$ cat src/rtl/unum4_unpack.sv
// unum4_unpack: 3-stage pipelined unum4 word decoder (exponent, normalized mantissa, zero/special flags)
module unum4_unpack #(
  parameter int DATA_W    = 32,
  parameter int MAN_MAX_W = 29,
  parameter int EXP_SZ_W  = 4,
  parameter int EXP_MAX_W = 16,
  parameter int EXTRA     = 3
) (
  input  logic                       clk,
  input  logic                       rst,
  input  logic                       start,
  input  logic [DATA_W-1:0]          in,
  output logic                       done,
  output logic [EXP_MAX_W-1:0]       exp,
  output logic [MAN_MAX_W+EXTRA-1:0] mant,
  output logic                       zero,
  output logic                       special
);
  localparam int F  = DATA_W - EXP_SZ_W;
  localparam int SW = $clog2(DATA_W + 1);
  localparam logic [EXP_SZ_W-1:0] ES_MAX = '1;
  logic                v1, v2, spec2, zero2, neg2;
  logic [DATA_W-1:0]   w1;
  logic [EXP_SZ_W-1:0] es;
  logic [SW-1:0]       sh;
  logic [DATA_W-1:0]   e_full;
  logic [EXP_MAX_W-1:0] e2;
  logic [F-1:0]        f_sh, f2;
  logic                top;
  assign es = w1[EXP_SZ_W-1:0];
  assign sh = SW'(DATA_W) - SW'(es);
  // Arithmetic shift of the whole word leaves E sign-extended in the low bits.
  assign e_full = (es == '0) ? '0 : DATA_W'($signed(w1) >>> sh);
  assign f_sh = w1[DATA_W-1:EXP_SZ_W] << es;
  assign top = spec2 ? f2[F-1] : ~f2[F-1];
  always_ff @(posedge clk) begin
    if (rst) begin
      v1 <= 1'b0;
      w1 <= '0;
      v2 <= 1'b0;
      spec2 <= 1'b0;
      zero2 <= 1'b0;
      neg2 <= 1'b0;
      e2 <= '0;
      f2 <= '0;
      done <= 1'b0;
      exp <= '0;
      mant <= '0;
      zero <= 1'b0;
      special <= 1'b0;
    end else begin
      v1 <= start;
      w1 <= in;
      v2 <= v1;
      spec2 <= (es == ES_MAX);
      zero2 <= (w1 == '0);
      neg2 <= (es != '0) && w1[DATA_W-1];
      e2 <= e_full[EXP_MAX_W-1:0];
      f2 <= f_sh;
      done <= v2;
      if (v2) begin
        exp <= e2 + EXP_MAX_W'(neg2 && !spec2);
        mant <= zero2 ? '0 : {top, f2, {EXTRA{1'b0}}};
        zero <= zero2;
        special <= spec2;
      end
    end
  end
endmodule

$ cat config.mk
export PLATFORM = sky130hd
export DESIGN_NAME = unum4_unpack
export DESIGN_NICKNAME = d
export VERILOG_FILES = /design/src/rtl/unum4_unpack.sv
export SDC_FILE = /design/constraint.sdc
export NUM_CORES = 1
export LEC_CHECK = 0
export BUFFER_PORTS_ARGS = -buffer_cell sky130_fd_sc_hd__buf_2
export CELL_PAD_IN_SITES_DETAIL_PLACEMENT = 1
export CELL_PAD_IN_SITES_GLOBAL_PLACEMENT = 2
export CORE_MARGIN = 4
export CORE_UTILIZATION = 36
export DETAILED_ROUTE_END_ITERATION = 16
export PLACE_DENSITY_LB_ADDON = 0.1
export RECOVER_POWER = 25
export SLEW_MARGIN = 15
export SYNTH_ARGS = -nofsm -noshare
export SYNTH_HDL_FRONTEND = slang
export SYNTH_SLANG_ARGS = --single-unit
export TNS_END_PERCENT = 100
$ cat constraint.sdc
create_clock -name clk -period 2.8 [get_ports clk]
set_input_delay 0.42 -clock clk [delete_from_list [all_inputs] [get_ports clk]]
set_output_delay 0.42 -clock clk [all_outputs]
set_load 0.1 [all_outputs]
==> results.sh, run 1 <==
export IMPL_status="complete, but fails checks"
export IMPL_violations="capacitance limit, slew limit"
export IMPL_cts_tree="built"
export IMPL_synth_area_leader_cell="dfxtp_1"
export IMPL_grt_max_degree=57
export IMPL_initial_core_util_pct=36.6
export IMPL_cts_resized=0
export IMPL_core_area_um2=17200
export IMPL_ys_types=60
export IMPL_die_area_um2=19600
export IMPL_cts_root_buf="clkbuf_16"
export IMPL_rsz0062_at_grt="false"
export IMPL_cts_max_level=4
export IMPL_synth_async_reset_ratio_pct=0
export IMPL_synthTopCellsByCount="dfxtp_1 (129), nor2_1 (78), nor2b_1 (69), a21oi_1 (48), mux2i_1 (41)"
export IMPL_hp_class="primary input to flop"
export IMPL_fp_dieH_um=140
export IMPL_criticalPathCategory="flop to flop"
export IMPL_fmax_mhz=398
export IMPL_cp_data_required_time_ns=3.11
export IMPL_setup_viol=0
export IMPL_nets=761
export IMPL_drv_slew=57
export IMPL_min_period_ns=2.51
export IMPL_postSynthAreaPerCell_um2=9.58
export IMPL_seq_power_share_pct=41.2
export IMPL_dp_hpwl_mm=13.0
export IMPL_fin_crit_sh_pct=89.8
export IMPL_ir_drop_mv=0.425
export IMPL_fp_row_count=48
export IMPL_end_kind="flop"
export IMPL_clock_sinks=129
export IMPL_crit_arrival_ns=2.82
export IMPL_power_uw=4900
export IMPL_fill_cells=2016
export IMPL_wl_per_cell_um=19.2
export IMPL_swShare_pct=31.3
export IMPL_wirelength_mm=18.4
export IMPL_yosys_top_cells_area="dfxtp_1 (41%), nor2b_1 (6.9%), mux2i_1 (6.5%)"
export IMPL_postRouteAntennaNets=0
export IMPL_setup_tns_final_ns=0
export IMPL_synth_area_um2=6290
export IMPL_firstDrtPassIters=4
export IMPL_drive_gt1_share_pct=22.0
export IMPL_p_int_uw=3370
export IMPL_antenna_found_initial=0
export IMPL_combPwrFrac_pct=15.3
export IMPL_start_kind="flop"
export IMPL_clockPowerShare_pct=43.5
export IMPL_syn_to_final_growth_pct=17.5
export IMPL_tightest_slew_ns=2.34
export IMPL_die_x_um=140
export IMPL_yosysMostFrequentCell="dfxtp_1"
export IMPL_cts_clk_slew_worst_paths_ns=0.07
export IMPL_diodes=0
export IMPL_grt_pass1_wl_mm=29.7
export IMPL_drc_errors=0
export IMPL_overflow=0
export IMPL_slew_headroom_pct=-55.7
export IMPL_maxCapViolCount=1
export IMPL_grt_use_total_pct=19.2
export IMPL_synth_seq_cells=129
export IMPL_design_portCount=86
export IMPL_grt_pass1_vias=5228
export IMPL_numPortBuffers=82
export IMPL_clockBufferDepth=2
export IMPL_numCtsBuffers=17
export IMPL_ys_seq_area_share_pct=41.1
export IMPL_clock_skew_ns=0.0138
export IMPL_power_density_nw_per_um2=663
export IMPL_power_switching_uw=1530
export IMPL_leakage_uw=0.00302
export IMPL_place_gp_congestion=0.829
export IMPL_post_cts_buffers=0
export IMPL_synth_cells=656
export IMPL_num_vias=5080
export IMPL_synth_edf_count=0
export IMPL_hold_violations=0
export IMPL_cp_max_fo=11
export IMPL_drtIter0Drc=217
export IMPL_yosysWarnings=0
export IMPL_synth_ff_type="dfxtp_1"
export IMPL_via_per_inst=5.29
export IMPL_synth_top_area_share_pct=41.1
export IMPL_clock_latency_ns=0.42
export IMPL_cts_hold_buf=0
[layout by cell type, fill, tap and decap left out, types with 15 or more instances in the layout]
cell type | synthesis | routed
a211oi_1 | 31 | 31
a21oi_1 | 48 | 48
buf_2 | 9 | 78
buf_4 | 8 | 16
clkbuf_16 | 0 | 17
dfxtp_1 | 129 | 128
mux2_2 | 18 | 18
mux2i_1 | 41 | 41
nand2_1 | 34 | 34
nor2_1 | 78 | 78
nor2b_1 | 69 | 69
o21ai_0 | 15 | 15
[sequential cells by signal, indices dropped and copies added (netlist names)]
signal,cells
v2,1
neg2,1
spec2,1
w1,32
mant,29
exp,16
v1,1
e2,16
special,1
zero2,1
zero,1
done,1
f2,28
[power by group through the flow]
stage	clock (µW)	combinational (µW)	sequential, µW
2_1_floorplan	0	467	2140
3_3_place_gp	0	740	2050
3_5_place_dp	0	748	2060
4_1_cts	2190	753	2020
5_1_grt	2270	814	2030
6_report	2130	750	2020
[worst paths after layout]
check	startpoint	to	slack, ns	depth (start not counted)
max	w1[0]	e2[1]	0.29	8
min	in[30]	w1[30]	0.20	2
max reg2reg	w1[0]	e2[1]	0.29	8
min reg2reg	v1	v2	0.45	1
[final cells by class]
| cell class | instances | area [µm²] | share of cell area, % |
|---|---|---|---|
| Multi-Input combinational cell | 471 | 3400 | 46.1 |
| Tap cell | 225 | 282 | 3.81 |
| Clock buffer | 17 | 425 | 5.76 |
| Timing Repair Buffer | 99 | 529 | 7.17 |
| Inverter | 4 | 17.5 | 0.237 |
| Sequential cell | 129 | 2580 | 35.0 |
| Clock inverter | 15 | 144 | 1.95 |
[critical path: stages (launching register included)]
cell	delay, ns
dfxtp_2	0.35
inv_4	0.03
ha_1	0.55
buf_4	0.30
mux2i_1	0.36
mux2i_1	0.15
a32oi_1	0.19
o21ai_1	0.12
a221o_1	0.35
[kinds of logic after synthesis]
family                     synth area share, %
DFF                                       41.1
other                                   0.0596
adders and majority gates                0.796
buffers and inverters                     4.90
xor gates and xnor gates                  2.21
and+or+nand+nor                           19.7
AOI/OAI and AO/OA                         12.9
muxes                                     18.4
[metrics by stage]
step	hold WS (ns)	worst slack (ns)	cell area (µm²)	instances	util, %
after floorplan	0.414	0.201	6290	658	-
after global placement	0.429	0.465	6830	928	39.8
after detailed placement	0.438	0.381	6830	928	39.8
after CTS	0.180	0.272	7400	960	43.1
after global routing	0.195	0.0920	7390	960	43.0
final	0.201	0.286	7390	960	43.0
[per-layer routing]
metal  vias to the layer above  track usage, %  share of wire [%]
li1                       2466               -                  -
met4                         0            6.32                1.8
met1                      2481            27.8                 51
met3                        21            4.27                4.3
met2                       112            28.4                 43
met5                         -               0                  0
(Power assumes the default switching activity.)
==> run 2, diff against run 1 <==
--- a/config.mk
+++ b/config.mk
@@ -5,7 +5,7 @@
 export SDC_FILE = /design/constraint.sdc
 export NUM_CORES = 1
 export LEC_CHECK = 0
-export BUFFER_PORTS_ARGS = -buffer_cell sky130_fd_sc_hd__buf_2
+export BUFFER_PORTS_ARGS = -buffer_cell sky130_fd_sc_hd__buf_4
 export CELL_PAD_IN_SITES_DETAIL_PLACEMENT = 1
 export CELL_PAD_IN_SITES_GLOBAL_PLACEMENT = 2
 export CORE_MARGIN = 4
@@ -13,7 +13,6 @@
 export DETAILED_ROUTE_END_ITERATION = 16
 export PLACE_DENSITY_LB_ADDON = 0.1
 export RECOVER_POWER = 25
-export SLEW_MARGIN = 15
 export SYNTH_ARGS = -nofsm -noshare
 export SYNTH_HDL_FRONTEND = slang
 export SYNTH_SLANG_ARGS = --single-unit
==> run 2 against run 1 <==
The flow now finishes without violations; maximum frequency up 3.5%; non-clock buffer count shrank 1; final cell count fell by 0.10%; sequential cell count unchanged; register-to-register slack improved by 0.08 ns; final area up 2.5%; via count decreased by 0.41%; clock skew down 0.0058 ns; global-route usage decreased by 0.87 points; worst setup slack better by 0.085 ns; power rose by 1.8%; highest routed layer unchanged.
==> results.sh, run 2 (synthesized netlist as in run 1, its figures left out) <==
export IMPL_status="complete, no violations"
export IMPL_numCtsBuffers=17
export IMPL_wl_per_cell_um=18.6
export IMPL_core_area_um2=17200
export IMPL_drc_errors=0
export IMPL_r2r_cells=8
export IMPL_overflow=0
export IMPL_numPortBuffers=82
export IMPL_seq_power_share_pct=40.5
export IMPL_fin_cells=959
export IMPL_fp_dieH_um=140
export IMPL_cp_data_required_time_ns=3.10
export IMPL_syn_to_final_growth_pct=20.4
export IMPL_cts_tree="built"
export IMPL_drtIter0Drc=197
export IMPL_grt_pass1_wl_mm=28.4
export IMPL_diodes=0
export IMPL_cts_max_level=4
export IMPL_combPwrFrac_pct=15.2
export IMPL_hold_path_depth=2
export IMPL_start_kind="flop"
export IMPL_cp_slowest_stage_delay_ns=0.57
export IMPL_drive_gt1_share_pct=21.0
export IMPL_layout_common_cells="dfxtp_1 (128), buf_4 (86), nor2_1 (78), nor2b_1 (69), a21oi_1 (48)"
export IMPL_hold_violations=0
export IMPL_die_x_um=140
export IMPL_largest_reg_flops=32
export IMPL_setup_tns_final_ns=0
export IMPL_crit_arrival_ns=2.73
export IMPL_cp_max_fo=11
export IMPL_min_period_ns=2.43
export IMPL_leakage_uw=0.00303
export IMPL_slowest_stage="ha_1"
export IMPL_grt_max_degree=68
export IMPL_r2r_slack_ns=0.37
export IMPL_end_kind="flop"
export IMPL_startpoint="w1[0]"
export IMPL_cts_clk_slew_worst_paths_ns=0.06
export IMPL_p_int_uw=3560
export IMPL_reg2reg_from="w1[0]"
export IMPL_cts_root_buf="clkbuf_16"
export IMPL_fp_row_count=48
export IMPL_critical_path_top_delay_family="compound AO/OA/AOI/OAI gates"
export IMPL_clock_skew_ns=0.00808
export IMPL_fin_crit_sh_pct=86.8
export IMPL_clockPowerShare_pct=44.3
export IMPL_cpMostUsedCell="mux2i_1"
export IMPL_nets=760
export IMPL_clock_latency_ns=0.41
export IMPL_grt_pass1_vias=5116
export IMPL_top_register="w1"
export IMPL_reg2reg_to="e2[1]"
export IMPL_setup_viol=0
export IMPL_clock_sinks=129
export IMPL_drv_slew=0
export IMPL_criticalPathCategory="flop to flop"
export IMPL_cts_hold_buf=0
export IMPL_slew_headroom_pct=11.8
export IMPL_post_cts_buffers=0
export IMPL_cp_buffers_inverters=2
export IMPL_place_gp_congestion=0.827
export IMPL_num_vias=5059
export IMPL_design_portCount=86
export IMPL_hold_start="in[21]"
export IMPL_firstDrtPassIters=4
export IMPL_tightest_slew_ns=1.32
export IMPL_fill_cells=2020
export IMPL_maxCapViolCount=0
export IMPL_power_switching_uw=1430
export IMPL_wirelength_mm=17.9
export IMPL_fmax_mhz=412
export IMPL_cts_resized=0
export IMPL_antenna_found_initial=0
export IMPL_grt_use_total_pct=18.3
export IMPL_rsz0062_at_grt="false"
export IMPL_layout_commonest_cell="dfxtp_1"
export IMPL_holdPathEnd="w1[21]"
export IMPL_reg_top3="w1: 32 flops, mant: 29 flops, f2: 28 flops"
export IMPL_postRouteAntennaNets=0
export IMPL_dp_hpwl_mm=13.0
export IMPL_initial_core_util_pct=36.6
export IMPL_die_area_um2=19600
export IMPL_via_per_inst=5.28
export IMPL_power_density_nw_per_um2=659
export IMPL_hp_class="primary input to flop"
export IMPL_swShare_pct=28.7
export IMPL_clockBufferDepth=2
export IMPL_cp_cell_sequence="inv_4 > ha_1 > buf_4 > mux2i_1 > mux2i_1 > a32oi_1 > o21ai_1 > a221o_1"
export IMPL_dp_cells=927
export IMPL_ir_drop_mv=0.393
## run 2: cell type report
type                    instances  area (µm²)  share of cell area [%]
clock buffers                  19         443                    5.85
multi-input cells             471        3400                    45.0
well taps                     225         282                    3.72
inverters                       4        17.5                   0.231
clock inverters                13         150                    1.98
flip-flops and latches        129        2580                    34.1
repair buffers                 98         692                    9.14
## run 2: worst max path at each step
| stage | to | slack [ns] | depth (start not counted) |
|---|---|---|---|
| finish | e2[1] | 0.37 | 8 |
| global route | e2[1] | 0.17 | 8 |
| CTS | e2[1] | 0.38 | 8 |
| detailed placement | e2[1] | 0.38 | 8 |
| global placement | e2[1] | 0.47 | 8 |
| floorplan | e2[2] | 0.20 | 11 |
## run 2: through the flow
step	util (%)	total power, µW	cell area [µm²]	setup slack [ns]	hold slack (ns)
finish	44.1	4990	7570	0.371	0.214
detailed placement	40.9	2820	7020	0.378	0.430
CTS	44.3	5050	7620	0.378	0.203
floorplan	-	2610	6290	0.201	0.414
global placement	40.9	2820	7020	0.467	0.418
global route	44.1	5220	7570	0.167	0.192
## run 2: power by group through the flow
stage / Sequential, µW / Combinational [µW] / Clock [µW]
after floorplan: 2140 / 467 / 0
after global placement: 2060 / 758 / 0
after detailed placement: 2060 / 763 / 0
after CTS: 2020 / 766 / 2270
after global routing: 2030 / 821 / 2360
final: 2020 / 758 / 2210
## run 2: routing by layer
metal  share of wire, %  vias up  GRT usage [%]  wire length (µm)
li1                   -     2479              -                 -
met4                1.2        0           4.64               218
met3                4.9       14           4.27               875
met2                 44      121           27.4              7780
met1                 50     2445           26.8              9010
met5                  0        -              0                 0
==> run 3, diff against run 2 <==
--- a/config.mk
+++ b/config.mk
@@ -9,9 +9,9 @@
 export CELL_PAD_IN_SITES_DETAIL_PLACEMENT = 1
 export CELL_PAD_IN_SITES_GLOBAL_PLACEMENT = 2
 export CORE_MARGIN = 4
-export CORE_UTILIZATION = 36
+export CORE_UTILIZATION = 39
 export DETAILED_ROUTE_END_ITERATION = 16
-export PLACE_DENSITY_LB_ADDON = 0.1
+export PLACE_DENSITY_LB_ADDON = 0.3
 export RECOVER_POWER = 25
 export SYNTH_ARGS = -nofsm -noshare
 export SYNTH_HDL_FRONTEND = slang
==> constraint.sdc (replaced) <==
create_clock -name clk -period 3.1 [get_ports clk]
set_input_delay 0.465 -clock clk [delete_from_list [all_inputs] [get_ports clk]]
set_output_delay 0.465 -clock clk [all_outputs]
set_load 0.1 [all_outputs]
==> run 3 against run 2 <==
Sequential share of layout area up 0.062 points; via count down 0.67%; first-iteration DRC count up 23%; wire length down 4.0%; core utilization up 3.7 points; clock power down 6%; critical endpoint unchanged; largest cell class unchanged; highest routed layer unchanged.
==> results.sh, run 3 (synthesized netlist as in run 1, its figures left out) <==
export IMPL_drive_gt1_share_pct=20.9
export IMPL_grt_pass1_wl_mm=27.4
export IMPL_cp_max_fo=20
export IMPL_fmax_mhz=386
export IMPL_post_cts_buffers=0
export IMPL_clock_latency_ns=0.41
export IMPL_dp_hpwl_mm=12.2
export IMPL_firstDrtPassIters=4
export IMPL_p_int_uw=3330
export IMPL_crit_arrival_ns=2.88
export IMPL_rsz0062_at_grt="false"
export IMPL_criticalPathCategory="flop to flop"
export IMPL_slew_headroom_pct=22.0
export IMPL_numPortBuffers=82
export IMPL_postRouteAntennaNets=0
export IMPL_die_x_um=135
export IMPL_min_period_ns=2.59
export IMPL_cts_hold_buf=0
export IMPL_grt_use_total_pct=19.0
export IMPL_drc_errors=0
export IMPL_cts_tree="built"
export IMPL_regArea_um2=2580
export IMPL_grt_max_degree=58
export IMPL_ir_drop_mv=0.383
export IMPL_startpoint="w1[0]"
export IMPL_core_area_um2=15800
export IMPL_grt_pass1_vias=4974
export IMPL_end_kind="flop"
export IMPL_reg_top3="w1: 32 flops, mant: 29 flops, f2: 28 flops"
export IMPL_antenna_found_initial=0
export IMPL_status="complete, no violations"
export IMPL_reg2reg_from="w1[0]"
export IMPL_cp_data_required_time_ns=3.39
export IMPL_drtIter0Drc=242
export IMPL_fp_row_count=46
export IMPL_via_per_inst=5.32
export IMPL_tightest_slew_ns=1.17
export IMPL_setup_tns_final_ns=0
export IMPL_drv_slew=0
export IMPL_clockPowerShare_pct=45.3
export IMPL_maxCapViolCount=0
export IMPL_start_kind="flop"
export IMPL_holdWs_ns=0.264
export IMPL_num_vias=5025
export IMPL_nets=754
export IMPL_wirelength_mm=17.2
export IMPL_numCtsBuffers=17
export IMPL_cts_resized=0
export IMPL_hold_start="in[29]"
export IMPL_syn_to_final_growth_pct=20.2
export IMPL_power_density_nw_per_um2=605
export IMPL_hold_violations=0
export IMPL_overflow=0
export IMPL_layout_commonest_cell="dfxtp_1"
export IMPL_fin_crit_sh_pct=83.6
export IMPL_swShare_pct=27.3
export IMPL_largest_reg_flops=32
export IMPL_die_area_um2=18200
export IMPL_cts_root_buf="clkbuf_16"
export IMPL_setup_viol=0
export IMPL_clock_skew_ns=0.0103
export IMPL_cts_max_level=4
export IMPL_diodes=0
export IMPL_hp_class="primary input to flop"
export IMPL_top_register="w1"
export IMPL_cts_clk_slew_worst_paths_ns=0.06
export IMPL_leakage_uw=0.00304
export IMPL_combPwrFrac_pct=15.1
export IMPL_clock_sinks=129
export IMPL_design_portCount=86
export IMPL_wl_per_cell_um=18.2
export IMPL_layout_common_cells="dfxtp_1 (128), buf_4 (84), nor2_1 (78), nor2b_1 (69), a21oi_1 (48)"
export IMPL_initial_core_util_pct=39.7
export IMPL_fill_cells=1825
export IMPL_clockBufferDepth=2
export IMPL_place_gp_congestion=0.866
export IMPL_fp_dieH_um=135
export IMPL_seq_power_share_pct=39.7
export IMPL_multiInputGateArea_um2=3400
export IMPL_power_switching_uw=1250
export IMPL_power_uw=4580
-- run 3: cell types whose count changed in the layout (fill, tap and decap cells not counted), sizes merged --
cell      delta
buf          -2
bufinv       +1
inv          -2
clkinv       +1
clkinvlp     -2
clkbuf       -2
-- run 3: final cells by class --
type | instances | area share, %
clock buffer | 21 | 6.22
clock inverter | 11 | 1.99
inverter | 4 | 0.232
multi-input combinational | 471 | 45.0
sequential | 129 | 34.2
tap | 216 | 3.58
timing repair buffer | 92 | 8.76
-- run 3: worst paths after layout --
| kind | end | slack [ns] | depth (start not counted) |
|---|---|---|---|
| setup / recovery | e2[1] | 0.51 | 8 |
| hold / removal | w1[29] | 0.26 | 2 |
| setup reg to reg | e2[1] | 0.51 | 8 |
| hold reg to reg | v2 | 0.45 | 1 |
-- run 3: per-stage QoR --
step           setup WS (ns)  cells  utilization, %  cell area, µm²
5_1_grt                0.354    944            47.8            7560
2_1_floorplan          0.501    658               -            6290
6_report               0.510    944            47.8            7560
3_5_place_dp           0.554    912            44.0            6970
3_3_place_gp           0.644    912            44.0            6970
4_1_cts                0.512    944            47.9            7590
-- run 3: metal layers --
metal	part of all wire (%)	track usage, %
met4	0.98	4.42
met1	50	27.9
met2	44	28.5
met5	0	0
met3	4.2	4.17
-- run 3: power groups by stage --
stage          sequential, µW  combinational [µW]  clock, µW
2_1_floorplan            1930                 422          0
3_3_place_gp             1850                 679          0
3_5_place_dp             1850                 686          0
4_1_cts                  1820                 691       2120
5_1_grt                  1830                 739       2190
6_report                 1820                 689       2070
-- run 3: critical path, cell delays in order (launching register included) --
cell     delay, ns
dfxtp_2       0.35
inv_4         0.12
ha_1          0.59
buf_4         0.29
mux2i_1       0.33
mux2i_1       0.17
a32oi_1       0.18
o21ai_1       0.09
a221o_1       0.34
